--- src/rtl/display_pkg.sv ---
// Shared seven-segment display constants and helpers.
// Segment patterns are active-low, ordered {g,f,e,d,c,b,a}.
package display_pkg;

   localparam logic [6:0] SEG_0    = 7'h40;
   localparam logic [6:0] SEG_1    = 7'h79;
   localparam logic [6:0] SEG_2    = 7'h24;
   localparam logic [6:0] SEG_3    = 7'h30;
   localparam logic [6:0] SEG_4    = 7'h19;
   localparam logic [6:0] SEG_5    = 7'h12;
   localparam logic [6:0] SEG_6    = 7'h02;
   localparam logic [6:0] SEG_7    = 7'h78;
   localparam logic [6:0] SEG_8    = 7'h00;
   localparam logic [6:0] SEG_9    = 7'h10;
   localparam logic [6:0] SEG_DASH = 7'h3F;   // only g lit

   localparam logic [3:0] AN_OFF   = 4'b1111;
   localparam logic [7:0] SSEG_OFF = 8'hFF;

   // Ceiling log2, never less than 1 so a counter always has a bit.
   function automatic int clog2(input int n);
      int r;
      r = 1;
      for (int i = 1; i < 31; i++)
         if ((1 << i) < n) r = i + 1;
      return r;
   endfunction

endpackage

--- src/rtl/bcd_to_sseg.sv ---
// Combinational BCD digit to seven-segment decoder, active-low.
//   digit : 4-bit value; 0..9 decode normally, 10..15 show a dash
//   seg   : {g,f,e,d,c,b,a}, 0 = segment lit
module bcd_to_sseg
   import display_pkg::*;
(
   input  logic [3:0] digit,
   output logic [6:0] seg
);

   always_comb begin
      seg = SEG_DASH;
      case (digit)
         4'd0: seg = SEG_0;
         4'd1: seg = SEG_1;
         4'd2: seg = SEG_2;
         4'd3: seg = SEG_3;
         4'd4: seg = SEG_4;
         4'd5: seg = SEG_5;
         4'd6: seg = SEG_6;
         4'd7: seg = SEG_7;
         4'd8: seg = SEG_8;
         4'd9: seg = SEG_9;
         default: seg = SEG_DASH;
      endcase
   end

endmodule

--- src/rtl/bcd4_scan_display.sv ---
// Time-multiplexed driver for a common-anode 4-digit seven-segment display.
// Digits are snapshotted into a shadow register only at frame boundaries so a
// frame never mixes old and new values.
//   clk, rst_n     : clock, async active-low reset
//   d3..d0         : BCD digits (d3 most significant), sampled at frame ends
//   hold           : 1 = keep the current snapshot
//   lz_blank       : 1 = blank leading zeros (digit 0 always shown)
//   an             : anode enables, active-low
//   sseg           : {dp,g,f,e,d,c,b,a}, active-low
//   frame_done     : one-cycle pulse after each frame boundary
module bcd4_scan_display
   import display_pkg::*;
#(
   parameter int REFRESH_DIV = 100000,
   parameter int DP_POS      = 2
)(
   input  logic       clk,
   input  logic       rst_n,
   input  logic [3:0] d3,
   input  logic [3:0] d2,
   input  logic [3:0] d1,
   input  logic [3:0] d0,
   input  logic       hold,
   input  logic       lz_blank,
   output logic [3:0] an,
   output logic [7:0] sseg,
   output logic       frame_done
);

   localparam int               CNT_W   = clog2(REFRESH_DIV);
   localparam logic [CNT_W-1:0] CNT_MAX = CNT_W'(REFRESH_DIV - 1);

   logic [CNT_W-1:0] cnt;
   logic [1:0]       idx;
   logic [3:0][3:0]  shadow;     // shadow[3] is the most significant digit

   logic       slot_tick, frame_end;
   logic [3:0] cur_digit;
   logic [6:0] cur_seg;
   logic       blank, dp_on;

   assign slot_tick = (cnt == CNT_MAX);
   assign frame_end = slot_tick && (idx == 2'd3);
   assign cur_digit = shadow[idx];

   bcd_to_sseg u_dec (
      .digit (cur_digit),
      .seg   (cur_seg)
   );

   // Blanking looks only at the snapshot; invalid digits count as nonzero.
   always_comb begin
      blank = 1'b0;
      case (idx)
         2'd3: blank = lz_blank && (shadow[3] == 4'd0);
         2'd2: blank = lz_blank && (shadow[3] == 4'd0) && (shadow[2] == 4'd0);
         2'd1: blank = lz_blank && (shadow[3] == 4'd0) && (shadow[2] == 4'd0)
                                && (shadow[1] == 4'd0);
         default: blank = 1'b0;
      endcase
   end

   // DP_POS of 4 (or any value outside 0..3) never matches.
   assign dp_on = (int'(idx) == DP_POS);

   always_ff @(posedge clk or negedge rst_n) begin
      if (!rst_n) begin
         cnt        <= '0;
         idx        <= 2'd0;
         shadow     <= '0;
         frame_done <= 1'b0;
         an         <= AN_OFF;
         sseg       <= SSEG_OFF;
      end else begin
         cnt <= slot_tick ? '0 : cnt + CNT_W'(1);
         if (slot_tick) idx <= idx + 2'd1;
         if (frame_end && !hold) shadow <= {d3, d2, d1, d0};
         frame_done <= frame_end;
         // Outputs follow the current index/snapshot one cycle later.
         if (blank) begin
            an   <= AN_OFF;
            sseg <= SSEG_OFF;
         end else begin
            an   <= ~(4'b0001 << idx);
            sseg <= {~dp_on, cur_seg};
         end
      end
   end

endmodule

--- config.mk ---
export PLATFORM = sky130hd
export DESIGN_NAME = bcd4_scan_display
export DESIGN_NICKNAME = d
export VERILOG_FILES = /design/src/rtl/display_pkg.sv /design/src/rtl/bcd_to_sseg.sv /design/src/rtl/bcd4_scan_display.sv
export SDC_FILE = /design/constraint.sdc
export NUM_CORES = 1
export LEC_CHECK = 0
export ABC_AREA = 1
export BUFFER_PORTS_ARGS = -buffer_cell sky130_fd_sc_hd__buf_4
export CORE_MARGIN = 2
export CORE_UTILIZATION = 59
export DETAILED_ROUTE_END_ITERATION = 12
export GPL_TIMING_DRIVEN = 0
export PLACE_DENSITY = 0.85
export SYNTH_ARGS = -nofsm -noshare
export SYNTH_HDL_FRONTEND = slang
export SYNTH_HIERARCHICAL = 1
export SYNTH_SLANG_ARGS = --single-unit
--- constraint.sdc ---
create_clock -name clk -period 5.85 [get_ports clk]
set_input_delay 0.2925 -clock clk [delete_from_list [all_inputs] [get_ports clk]]
set_output_delay 0.2925 -clock clk [all_outputs]
set_load 0.01 [all_outputs]
Yosys cells after proc, flatten, opt, wreduce, memory -nomap -nowiden
Memory sizes are Yosys's and may differ from the RTL's.
Cells that the tools add are included.

cells by class
  add/subtract/negate cells = 2
  $lt $le $gt $ge = 1
  equality and inequality tests = 5
  shift operators = 1
  multiplexer cells = 6
  bitwise logic cells = 2
  reductions and logical operators = 9

operators with widths
  operator                                                                       number
  17-bit by 1-bit adder with 17-bit output (second input constant)               1
  17-bit == test (second input constant)                                         1
  17-bit 2-to-1 mux                                                              1
  4-bit zero test                                                                3
  4-bit binary-select mux with 2-bit select                                      1
  4-bit 2-to-1 mux                                                               2
  8-bit 2-to-1 mux                                                               1
  2-bit == test (second input constant)                                          3
  1-bit logical AND                                                              5
  4-bit inverter                                                                 1
  1-bit by 2-bit left shift with 4-bit output (first input constant)             1
  2-bit by 3-bit less-than comparator with 1-bit output (second input constant)  1
  1-bit case mux with 3 select lines                                             1
  2-bit by 1-bit adder with 2-bit output (second input constant)                 1
  2-bit by 1-bit == test with 1-bit output (second input constant)               1
  1-bit zero test                                                                1
  1-bit inverter                                                                 1

word-level totals
  flip-flop bits (word level) = 48
  memory bits (read-only) = 112
  bits of input ports = 20
  output and inout bits = 13
  word-level logic and storage cells = 36
  memories kept = 1

memory list
  name             depth  width  read ports  clocked after memory_dff  wr ports  RTL line           text
  (no name shown)  16     7      1           0                         0         bcd_to_sseg.sv:13  case (digit)

Longest topological paths before layout
Gate-level depths: netlist of the first run.

  depth in word-level cells = 6
  depth in mapped cells = 12
  depth with buffers taken out = 12

By module
Netlist of the first run, hierarchy kept.

modules (own cells, without submodules)
  module             instances  cells each  area each (um^2)  sequential area each (um^2)
  bcd4_scan_display  1          320         2501.1            1189.9
  bcd_to_sseg        1          35          186.4             0.0

Worst setup path before layout of the first run
No wires, ideal clock.

  path type = reg-to-reg
  from = reg idx[0]
  to = reg sseg[3]
  setup time = 0.087 ns
  arrival time = 1.929 ns
  required time = 5.763 ns
  slack = 3.834 ns
  cell stages (with the launch flop) = 12
  path buffers = 1
  clock period less this slack = 2.016 ns
  cells stage by stage = dfrtp_1 > inv_1 > clkbuf_1 > a21oi_1 > a21oi_1 > inv_1 > ha_1 > nand2_1 > nand3_1 > nand2_1 > inv_1 > nand2_1

on the way
  longest elaborated chain between the ends = 4
  elaborated cells on any way between the ends = 8
  those cells by class = eq/ne (3); mux (4); memory (1)

RTL lines
  element                                    RTL line                 text
  from (decl)                                bcd4_scan_display.sv:34  logic [1:0] idx;
  from (signal assigned)                     bcd4_scan_display.sv:76  if (slot_tick) idx <= idx + 2'd1;
  4-bit binary-select mux with 2-bit select  bcd4_scan_display.sv:44  assign cur_digit = shadow[idx];
  4-bit 2-to-1 mux (implied by the code)     bcd4_scan_display.sv:44
  named net cur_digit[1]                     bcd4_scan_display.sv:38  logic [3:0] cur_digit;
  memory 16 x 7 bit                          n/a
  named net cur_seg[3]                       bcd4_scan_display.sv:39  logic [6:0] cur_seg;
  8-bit 2-to-1 mux                           bcd4_scan_display.sv:80  if (blank) begin
  to (signal assigned)                       bcd4_scan_display.sv:85  sseg <= {~dp_on, cur_seg};
  to (decl)                                  bcd4_scan_display.sv:26  output logic [7:0] sseg,

The timed path passes the listed nets, and every way through them passes these cells. The select of a mux whose other input is x is not followed.
A chain may end at the register's enable or synchronous reset.

Worst setup path after layout of the first run
Ends and elaborated chain as after synthesis.

==> flow_summary.yaml, run 1 <==
outcome:
  status: "finished with violations"
  failed_checks: "hold timing"
timing:
  max_freq_mhz: 415.4
  layout_min_cycle_time_ps: 2407
  rsz0062_at_grt: "no"
  hold_viol: 11
  fin_worst_skew_ps: 6.830
  worstMarginPinSlew_ps: 593.2
  worst_slew_slack_as_a_fraction_of_its_limit_pct: 60.45
  drv_slew: 0
  fin_hold_ws_ps: -16.52
  post_route_clock_period_utilization_pct: 41.15
  fin_tns_setup_ps: 0
  final_setup_violation_count: 0
drt:
  wire_per_inst_um: 11.74
  drt-total-wl_um: 5246
  drtAntennaViolNets: 0
  drtPass1Iterations: 5
  drc: 0
  total_via_count_after_detailed_routing: 2194
  dr.first_iter.drc_count: 209
  vias_per_cell: 4.908
synthesis:
  synth_sequential_area_ratio_pct: 44.27
  mappedNetlistArea_um2: 2688
  synth-edff-count: 0
  post-synth-top-area-cell: "dfrtp_1"
  synth_flop_type: "dfrtp_1"
  yosys.area.top_type_share_pct: 33.52
  postSynthNetCount: 386
  yosys_warnings: 6
  yosys.cell_count.top_type: "nand2_1"
  share_of_flip_flops_with_an_asynchronous_set_or_reset_pct: 100.0
  synth.avg_cell_area_um2: 7.571
  synth_top_cells_by_count: "nand2_1, inv_1, dfrtp_1"
  synth.ff_latch_count: 47
  synth_area_leaders: "dfrtp_1, nand2_1, inv_1"
  synth.lib_cells_used.distinct: 31
  syn-instance-count: 355
worst_setup_path:
  path_max_fanout: 12
  crit_slowest_cell: "dfrtp_1"
  r2r_setup_slack_ps: 3440
  worst-r2r-cell-count: 11
  worstPathBufferInverterCount: 4
  critical_path.reg2reg.startpoint: "idx[0]$_DFFE_PN0N_"
  crit_cells: 11
  critical_path_required_ps: 6070
  crit_path_start_kind: "flip-flop"
  slowest_delay_ps: 470
  cp_data_arrival_time_ps: 2620
  cp_top_family: "buffers and inverters"
  r2r_end: "sseg[3]$_DFF_PN1_"
  crit_path_end_kind: "flip-flop"
  critical_path.cell_chain: "inv_1 > clkbuf_1 > a21oi_1 > a21oi_1 > inv_1 > ha_1 > nand2_1 > nand3_1 > nand2_1 > inv_1 > nand2_1"
  timing.setup.critical_path_class: "flip-flop to flip-flop"
clock_network:
  cts-root-buf: "clkbuf_8"
  cts_htree_levels: 2
  tritoncts.num_buffers: 5
  cts_tree: "yes"
  post_cts_resize_count: 0
  clock_latency_late_sink_ps: 300
  clock-sinks: 47
  cts-hold-fix-buffers: 0
  maximum_root_to_sink_buffer_count: 2
  postCtsSetupRepairBufs: 0
  path_clk_slew_ps: 90
power:
  power.internal_uw: 441.8
  p_leak_nw: 1.774
  power_density_nw_per_um2: 179.9
  switching_power_as_a_share_of_total_power_pct: 20.61
  ir_drop_mv: 0.1471
  p_sw_uw: 114.7
  share_comb_of_total_power_pct: 3.5
  clock_power_share_pct: 38.1
  sequentialPowerShare_pct: 58.4
  p_total_uw: 556.5
floorplan:
  die-height_um: 71.49
  fp.coreArea_um2: 4384
  initial_core_util_pct: 61.30
  floorplan.io_pins: 33
  rows: 24
  fp.dieArea_um2: 5111
  floorplan.die.width_um: 71.49
worst_hold_path:
  hold_path_class: "primary input to asynchronous set/reset pin"
placement:
  dp_hpwl_um: 3827
  io_buffer_count: 32
  gp_congestion: 0.8642
global_routing:
  grt_remaining_overflow: 0
  number_of_antenna_violations_at_the_first_check_in_global_routing: 0
  grt_util_all_layers_pct: 22.85
  grt_max_degree: 48
  grt_first_pass_wirelength_um: 9190
  number_of_global_route_vias_before_repair: 2076
finish:
  num-nets-final: 425
  final_util_pct: 70.55
  nFillCells: 365
  area_growth_syn_to_layout_pct: 15.08
  antenna_cells: 0
  ff_latch_area_um2: 1190
  drive_above_1_share_pct: 17.97
  multiInputGateArea_um2: 1096
flow_run:
  max_cap_violations: 0
worst max path at each step:
stage                                   from           endpoint
after global routing      idx[0]$_DFFE_PN0N_  sseg[3]$_DFF_PN1_
after global placement    idx[0]$_DFFE_PN0N_  sseg[3]$_DFF_PN1_
final                     idx[0]$_DFFE_PN0N_  sseg[3]$_DFF_PN1_
after floorplan           idx[0]$_DFFE_PN0N_  sseg[3]$_DFF_PN1_
after detailed placement  idx[0]$_DFFE_PN0N_  sseg[3]$_DFF_PN1_
after CTS                 idx[0]$_DFFE_PN0N_  sseg[3]$_DFF_PN1_
state kept, by name, summed over array words and instances, names as in the netlist:
name / flops
an: 4
cnt: 17
frame_done: 1
idx: 2
shadow: 16
sseg: 7
stage by stage:
step                instance area, um^2  worst slack (ps)  instances  hold slack (ps)
CTS                                3093              3466        447            11.51
global placement                   2993              3555        439            327.6
floorplan                          2688              3834        355           -3.091
detailed placement                 2993              3498        439            334.0
finish                             3093              3443        447           -16.52
global route                       3093              3230        447            34.67
per-layer routing:
metal  vias to the layer above  track usage [%]  part of all wire [%]
li1                       1148                -                     -
met2                        61            38.17                    46
met3                        12            4.501                   4.8
met1                       973            29.83                    47
met5                         -                0                     0
met4                         0            7.966                   2.3
cell families (layout without fill, tap and decap cells):
kind of cell               count (synthesis)  after routing  synth area share (%)
and+or+nand+nor                          165            165                 28.26
xor gates and xnor gates                   7              7                 2.281
buffers and inverters                     99            139                 14.94
DFF                                       47             47                 44.27
adders and majority gates                 11             11                 5.121
AOI/OAI and AO/OA                         26             26                 5.121
power by group through the flow:
stage               clock [mW]  combinational (mW)  sequential, mW
CTS                      0.216              0.0201           0.325
finish                   0.212              0.0196           0.325
global placement             0              0.0198           0.331
floorplan                    0             0.00364           0.331
detailed placement           0              0.0201           0.331
global route             0.232              0.0228           0.325
placed cells by master (no fill, tap or decap), types with 7 or more instances in the layout:
| cell | count |
|---|---|
| nand2_1 | 91 |
| inv_1 | 85 |
| dfrtp_1 | 36 |
| buf_4 | 33 |
| nor2_1 | 23 |
| nand4_1 | 18 |
| a21oi_1 | 16 |
| nand3_1 | 15 |
| ha_1 | 11 |
| dfstp_2 | 11 |
| o21ai_0 | 7 |
| clkbuf_8 | 7 |
cell type report:
cell class / count / area share (%)
buffer: 8 / 1.942
clock buffer: 8 / 3.236
inverter: 91 / 11.04
multi-input combinational: 209 / 35.44
sequential: 47 / 38.47
tap: 52 / 2.104
timing repair buffer: 32 / 7.767
No activity file was read; power rests on OpenSTA's default activity.
==> run 2, diff against run 1 <==
CORE_UTILIZATION = 58   (was 59)
PLACE_DENSITY = 0.84   (was 0.85)
clock period = 2.5 ns   (was 5.85 ns; I/O delays follow)
==> run 2 against run 1 <==
  * The flow now finishes without violations
  * Critical path type unchanged
  * Clock skew grew 1.2 ps
  * Critical path depth is the same
  * Core utilization shrank 0.45 points
  * Largest power group unchanged
  * Sequential power grew 130%
  * Final area is essentially flat
  * Routed wire length shrank 1.3%
  * Global-route usage shrank 0.37 points
  * First-iteration DRC count shrank 24%
==> flow_summary.yaml, run 2 (same netlist as run 1, synthesis figures left out) <==
outcome:
  status: "completed"
floorplan:
  rows: 24
  fp.dieArea_um2: 5194
  floorplan.io_pins: 33
  initial_core_util_pct: 60.88
  die-height_um: 72.07
  fp.coreArea_um2: 4414
  floorplan.die.width_um: 72.07
timing:
  drv_slew: 0
  fin_tns_setup_ps: 0
  rsz0062_at_grt: "no"
  fin_worst_skew_ps: 8.015
  worstMarginPinSlew_ps: 583.8
  layout_min_cycle_time_ps: 2213
  max_freq_mhz: 452.0
  final_setup_violation_count: 0
  hold_viol: 0
  final_critical_path_setup_slack_ps: 287.4
  worst_slew_slack_as_a_fraction_of_its_limit_pct: 61.08
  post_route_clock_period_utilization_pct: 88.50
drt:
  drtPass1Iterations: 5
  dr.first_iter.drc_count: 158
  drc: 0
  vias_per_cell: 4.940
  drt-total-wl_um: 5179
  wire_per_inst_um: 11.56
  drtAntennaViolNets: 0
  total_via_count_after_detailed_routing: 2213
worst_setup_path:
  r2r_setup_slack_ps: 290
  r2r_end: "sseg[3]$_DFF_PN1_"
  path_max_fanout: 12
  cp_data_arrival_time_ps: 2430
  setup.worst_path.end: "sseg[3]$_DFF_PN1_"
  crit_path_start_kind: "flip-flop"
  timing.setup.critical_path_class: "flip-flop to flip-flop"
  setup.worst_path.start: "idx[0]$_DFFE_PN0N_"
  critical_path.reg2reg.startpoint: "idx[0]$_DFFE_PN0N_"
  worst-r2r-cell-count: 11
  crit_path_end_kind: "flip-flop"
  critical_path_required_ps: 2720
finish:
  layout.cells.most_common: "nand2_1"
  area_growth_syn_to_layout_pct: 15.13
  largest_register: "cnt"
  largest_register_ffs: 17
  mostFrequentLayoutCells: "nand2_1, inv_1, dfrtp_1"
  num-nets-final: 426
  final_design_area_no_fill_um2: 3094
  drive_above_1_share_pct: 17.93
  final_util_pct: 70.10
  layout_top_registers: "cnt: 17 flops, shadow: 16 flops, sseg: 7 flops"
  antenna_cells: 0
power:
  ir_drop_mv: 0.2486
  p_total_mw: 1.278
  p_leak_nw: 1.775
  power_density_nw_per_um2: 413.0
flow_run:
  max_cap_violations: 0
clock_network:
  maximum_root_to_sink_buffer_count: 2
  path_clk_slew_ps: 80
  cts-root-buf: "clkbuf_8"
  cts_htree_levels: 2
  tritoncts.num_buffers: 5
  postCtsSetupRepairBufs: 0
  cts_tree: "yes"
  clock_latency_late_sink_ps: 300
  clock-sinks: 47
worst_hold_path:
  hold_path_class: "primary input to flip-flop"
  timing.hold.worst_path_depth: 5
placement:
  placement.setup.worst_slack_ps: 137.2
  dpl-instance-area_um2: 2993
  io_buffer_count: 32
  gp_congestion: 0.8737
  dp_hpwl_um: 3793
global_routing:
  grt_max_degree: 48
  number_of_antenna_violations_at_the_first_check_in_global_routing: 0
  grt_first_pass_wirelength_um: 9121
  number_of_global_route_vias_before_repair: 2109
  grt_util_all_layers_pct: 22.48
  grt_remaining_overflow: 0
run 2: changes by cell type in the layout (fill, tap and decap cells not counted):
cell / change
clkbuf_8: -1
dlygate4sd3_1: +1
clkinv_1: +1
clkbuf_1: -1
clkbuf_2: +1
run 2: how the worst min path moves through the flow:
stage | startpoint | end | slack [ps]
finish | d0[3] | shadow[3]$_DFFE_PN0P_ | 110
global route | d1[3] | shadow[7]$_DFFE_PN0P_ | 130
CTS | d0[3] | shadow[3]$_DFFE_PN0P_ | 100
detailed placement | rst_n | cnt[11]$_DFF_PN0_ | 170
global placement | rst_n | cnt[8]$_DFF_PN0_ | 160
floorplan | rst_n | cnt[0]$_DFF_PN0_ | -170
run 2: routing by layer:
metal	GRT usage, %	up-vias	routed length, um
li1	-	1154	-
met1	28.30	981	2342
met2	37.92	64	2411
met3	5.000	14	285
met4	8.386	0	139
met5	0	-	0
run 2: where the power goes:
part	total (mW)	switching, mW	leakage [nW]	internal [mW]
sequential	0.760	0	0.520	0.760
clock	0.470	0.248	0.0459	0.222
combinational	0.0473	0.0253	1.21	0.0220
run 2: through the flow:
| stage | hold slack, ps | cells |
|---|---|---|
| 5_1_grt | 125.3 | 448 |
| 3_5_place_dp | 167.5 | 439 |
| 6_report | 107.1 | 448 |
| 2_1_floorplan | -170.6 | 355 |
| 3_3_place_gp | 161.1 | 439 |
| 4_1_cts | 103.9 | 448 |
run 2: repair_timing:
item | 4_1_cts | 5_1_grt
hold endpoints to repair | 36 | 0
hold buffers | 1 | 0
gates resized for setup | 0 | 2
endpoints found under the setup margin | 0 | 3
run 2: area by class of cell:
type                            count  area (um^2)
Buffer                              8        61.31
Clock buffer                        7        86.33
Clock inverter                      1        3.754
Fill cell                         379         1320
Inverter                           91        341.6
Multi-Input combinational cell    209         1096
Sequential cell                    47         1190
Tap cell                           52        65.06
Timing Repair Buffer               33        250.2
run 2: critical path, stage by stage (launching register included):
cell      delay [ps]
dfrtp_1          470
inv_1            150
clkbuf_2         250
a21oi_1          110
a21oi_1          330
inv_1            170
ha_1             310
nand2_1           60
nand3_1          120
nand2_1           50
inv_1             50
nand2_1           50
==> run 3, diff against run 2 <==
CELL_PAD_IN_SITES_DETAIL_PLACEMENT = 1   (was not set)
CELL_PAD_IN_SITES_GLOBAL_PLACEMENT = 1   (was not set)
CORE_UTILIZATION = 42   (was 58)
PLACE_DENSITY = 0.83   (was 0.84)
==> run 3 against run 2 <==
  * Core utilization decreased by 20 points
  * Critical path depth unchanged
  * Via count increased by 2.1%
  * Final cell count increased by 5.6%
  * First-iteration DRC count decreased by 43%
  * Clock-buffer cell count decreased by 1
  * Fmax decreased by 0.97%
  * Sequential share of layout area decreased by 0.94 points
  * Non-clock buffer count unchanged
  * Power increased by 15%
  * Final area increased by 2.5%
  * Critical path type unchanged
==> flow_summary.yaml, run 3 (same netlist as run 1, synthesis figures left out) <==
power:
  p_leak_nw: 1.796
  ir_drop_mv: 0.2659
  power_density_nw_per_um2: 464.9
global_routing:
  grt_remaining_overflow: 0
  grt_util_all_layers_pct: 19.18
  grt_first_pass_wirelength_um: 10890
  number_of_global_route_vias_before_repair: 2325
  number_of_antenna_violations_at_the_first_check_in_global_routing: 0
  grt_max_degree: 48
floorplan:
  die-height_um: 84.00
  fp.coreArea_um2: 6277
  initial_core_util_pct: 42.81
  rows: 29
  floorplan.die.width_um: 84.00
  fp.dieArea_um2: 7055
  floorplan.io_pins: 33
placement:
  io_buffer_count: 32
  dp_hpwl_um: 4687
  gp_congestion: 0.8290
  placement.setup.worst_slack_ps: 37.37
  dp_cell_count: 464
drt:
  drt-total-wl_um: 6269
  drtPass1Iterations: 4
  vias_per_cell: 4.776
  dr.first_iter.drc_count: 90
  drtAntennaViolNets: 0
  wire_per_inst_um: 13.25
  drc: 0
  total_via_count_after_detailed_routing: 2259
finish:
  final_cells: 473
  largest_register: "cnt"
  mostFrequentLayoutCells: "nand2_1, inv_1, dfrtp_1"
  antenna_cells: 0
  num-nets-final: 426
  area_growth_syn_to_layout_pct: 18.02
  final_util_pct: 50.53
  drive_above_1_share_pct: 18.43
  layout_top_registers: "cnt: 17 flops, shadow: 16 flops, sseg: 7 flops"
  largest_register_ffs: 17
  layout.cells.most_common: "nand2_1"
timing:
  post_route_clock_period_utilization_pct: 89.37
  drv_slew: 0
  final_critical_path_setup_slack_ps: 265.8
  worstMarginPinSlew_ps: 669.1
  worst_slew_slack_as_a_fraction_of_its_limit_pct: 55.39
  final_setup_violation_count: 0
  hold_viol: 0
  fin_tns_setup_ps: 0
  fin_hold_ws_ps: 102.8
  max_freq_mhz: 447.6
  rsz0062_at_grt: "no"
  fin_worst_skew_ps: 12.11
  layout_min_cycle_time_ps: 2234
worst_setup_path:
  worst-r2r-cell-count: 11
  timing.critical_path.mode_cell: "nand2_1"
  crit_path_start_kind: "flip-flop"
  cp_data_arrival_time_ps: 2460
  setup.worst_path.end: "sseg[3]$_DFF_PN1_"
  critical_path_required_ps: 2720
  r2r_end: "sseg[3]$_DFF_PN1_"
  critical_path.reg2reg.startpoint: "idx[0]$_DFFE_PN0N_"
  timing.setup.critical_path_class: "flip-flop to flip-flop"
  setup.worst_path.start: "idx[0]$_DFFE_PN0N_"
  crit_path_end_kind: "flip-flop"
  r2r_setup_slack_ps: 270
  critical_path.cell_chain: "inv_1 > clkbuf_2 > nand2_1 > a21oi_1 > inv_1 > ha_1 > nand2_1 > nand3_1 > nand2_1 > inv_1 > nand2_1"
  slowest_delay_ps: 500
  crit_slowest_cell: "dfrtp_1"
  path_max_fanout: 12
flow_run:
  max_cap_violations: 0
worst_hold_path:
  timing.hold.worst_path_depth: 5
  hold_path_class: "primary input to flip-flop"
clock_network:
  path_clk_slew_ps: 90
  clock-sinks: 47
  cts_tree: "yes"
  cts_htree_levels: 2
  maximum_root_to_sink_buffer_count: 2
  cts-root-buf: "clkbuf_8"
  tritoncts.num_buffers: 5
  clock_latency_late_sink_ps: 310
outcome:
  status: "completed"
==> run 3: power breakdown <==
part,leakage [nW],switching [mW],internal [mW]
clock network,0.0654,0.266,0.400
logic,1.21,0.0264,0.0220
registers,0.520,0,0.761
==> run 3: routing by layer <==
metal  up-vias  GRT usage, %  wire, um
met5         -             0         0
met4         0         3.959        54
met3         5         2.967       168
met2        31         34.47      3171
met1      1077         24.41      2875
li1       1146             -         -
==> run 3: worst min path at each step <==
| stage | startpoint | endpoint | slack [ps] |
|---|---|---|---|
| final | d1[1] | shadow[5]$_DFFE_PN0P_ | 100 |
| after global routing | d1[2] | shadow[6]$_DFFE_PN0P_ | 120 |
| after CTS | d1[1] | shadow[5]$_DFFE_PN0P_ | 90 |
| after detailed placement | rst_n | shadow[1]$_DFFE_PN0P_ | 180 |
| after global placement | rst_n | cnt[0]$_DFF_PN0_ | 170 |
| after floorplan | rst_n | cnt[0]$_DFF_PN0_ | -170 |
==> run 3: timing repair <==
item	CTS	global route
setup endpoints to repair	1	1
hold buffers	1	0
hold endpoints to repair	36	0
buffers inserted	0	0
gates resized for setup	1	1
==> run 3: cell type report <==
type	count	area [um^2]
Clock inverter	2	60.06
Inverter	91	341.6
Tap cell	77	96.34
Fill cell	811	3105
Buffer	8	61.31
Timing Repair Buffer	33	250.2
Sequential cell	47	1190
Multi-Input combinational cell	209	1100
Clock buffer	6	72.57
==> run 3: critical path: cells and delay by family, from the launching register on <==
| kind | cells | cell delay (ps) |
|---|---|---|
| flops | 1 | 500 |
| compound gates | 1 | 300 |
| simple gates | 5 | 400 |
| fa+ha+maj | 1 | 320 |
| buf+inv | 4 | 630 |
==> run 3: per-stage QoR <==
step | power [mW] | cell area, um^2
after CTS | 1.497 | 3168
after floorplan | 0.7835 | 2688
after global routing | 1.526 | 3172
final | 1.474 | 3172
after detailed placement | 0.8235 | 3024
after global placement | 0.8222 | 3024
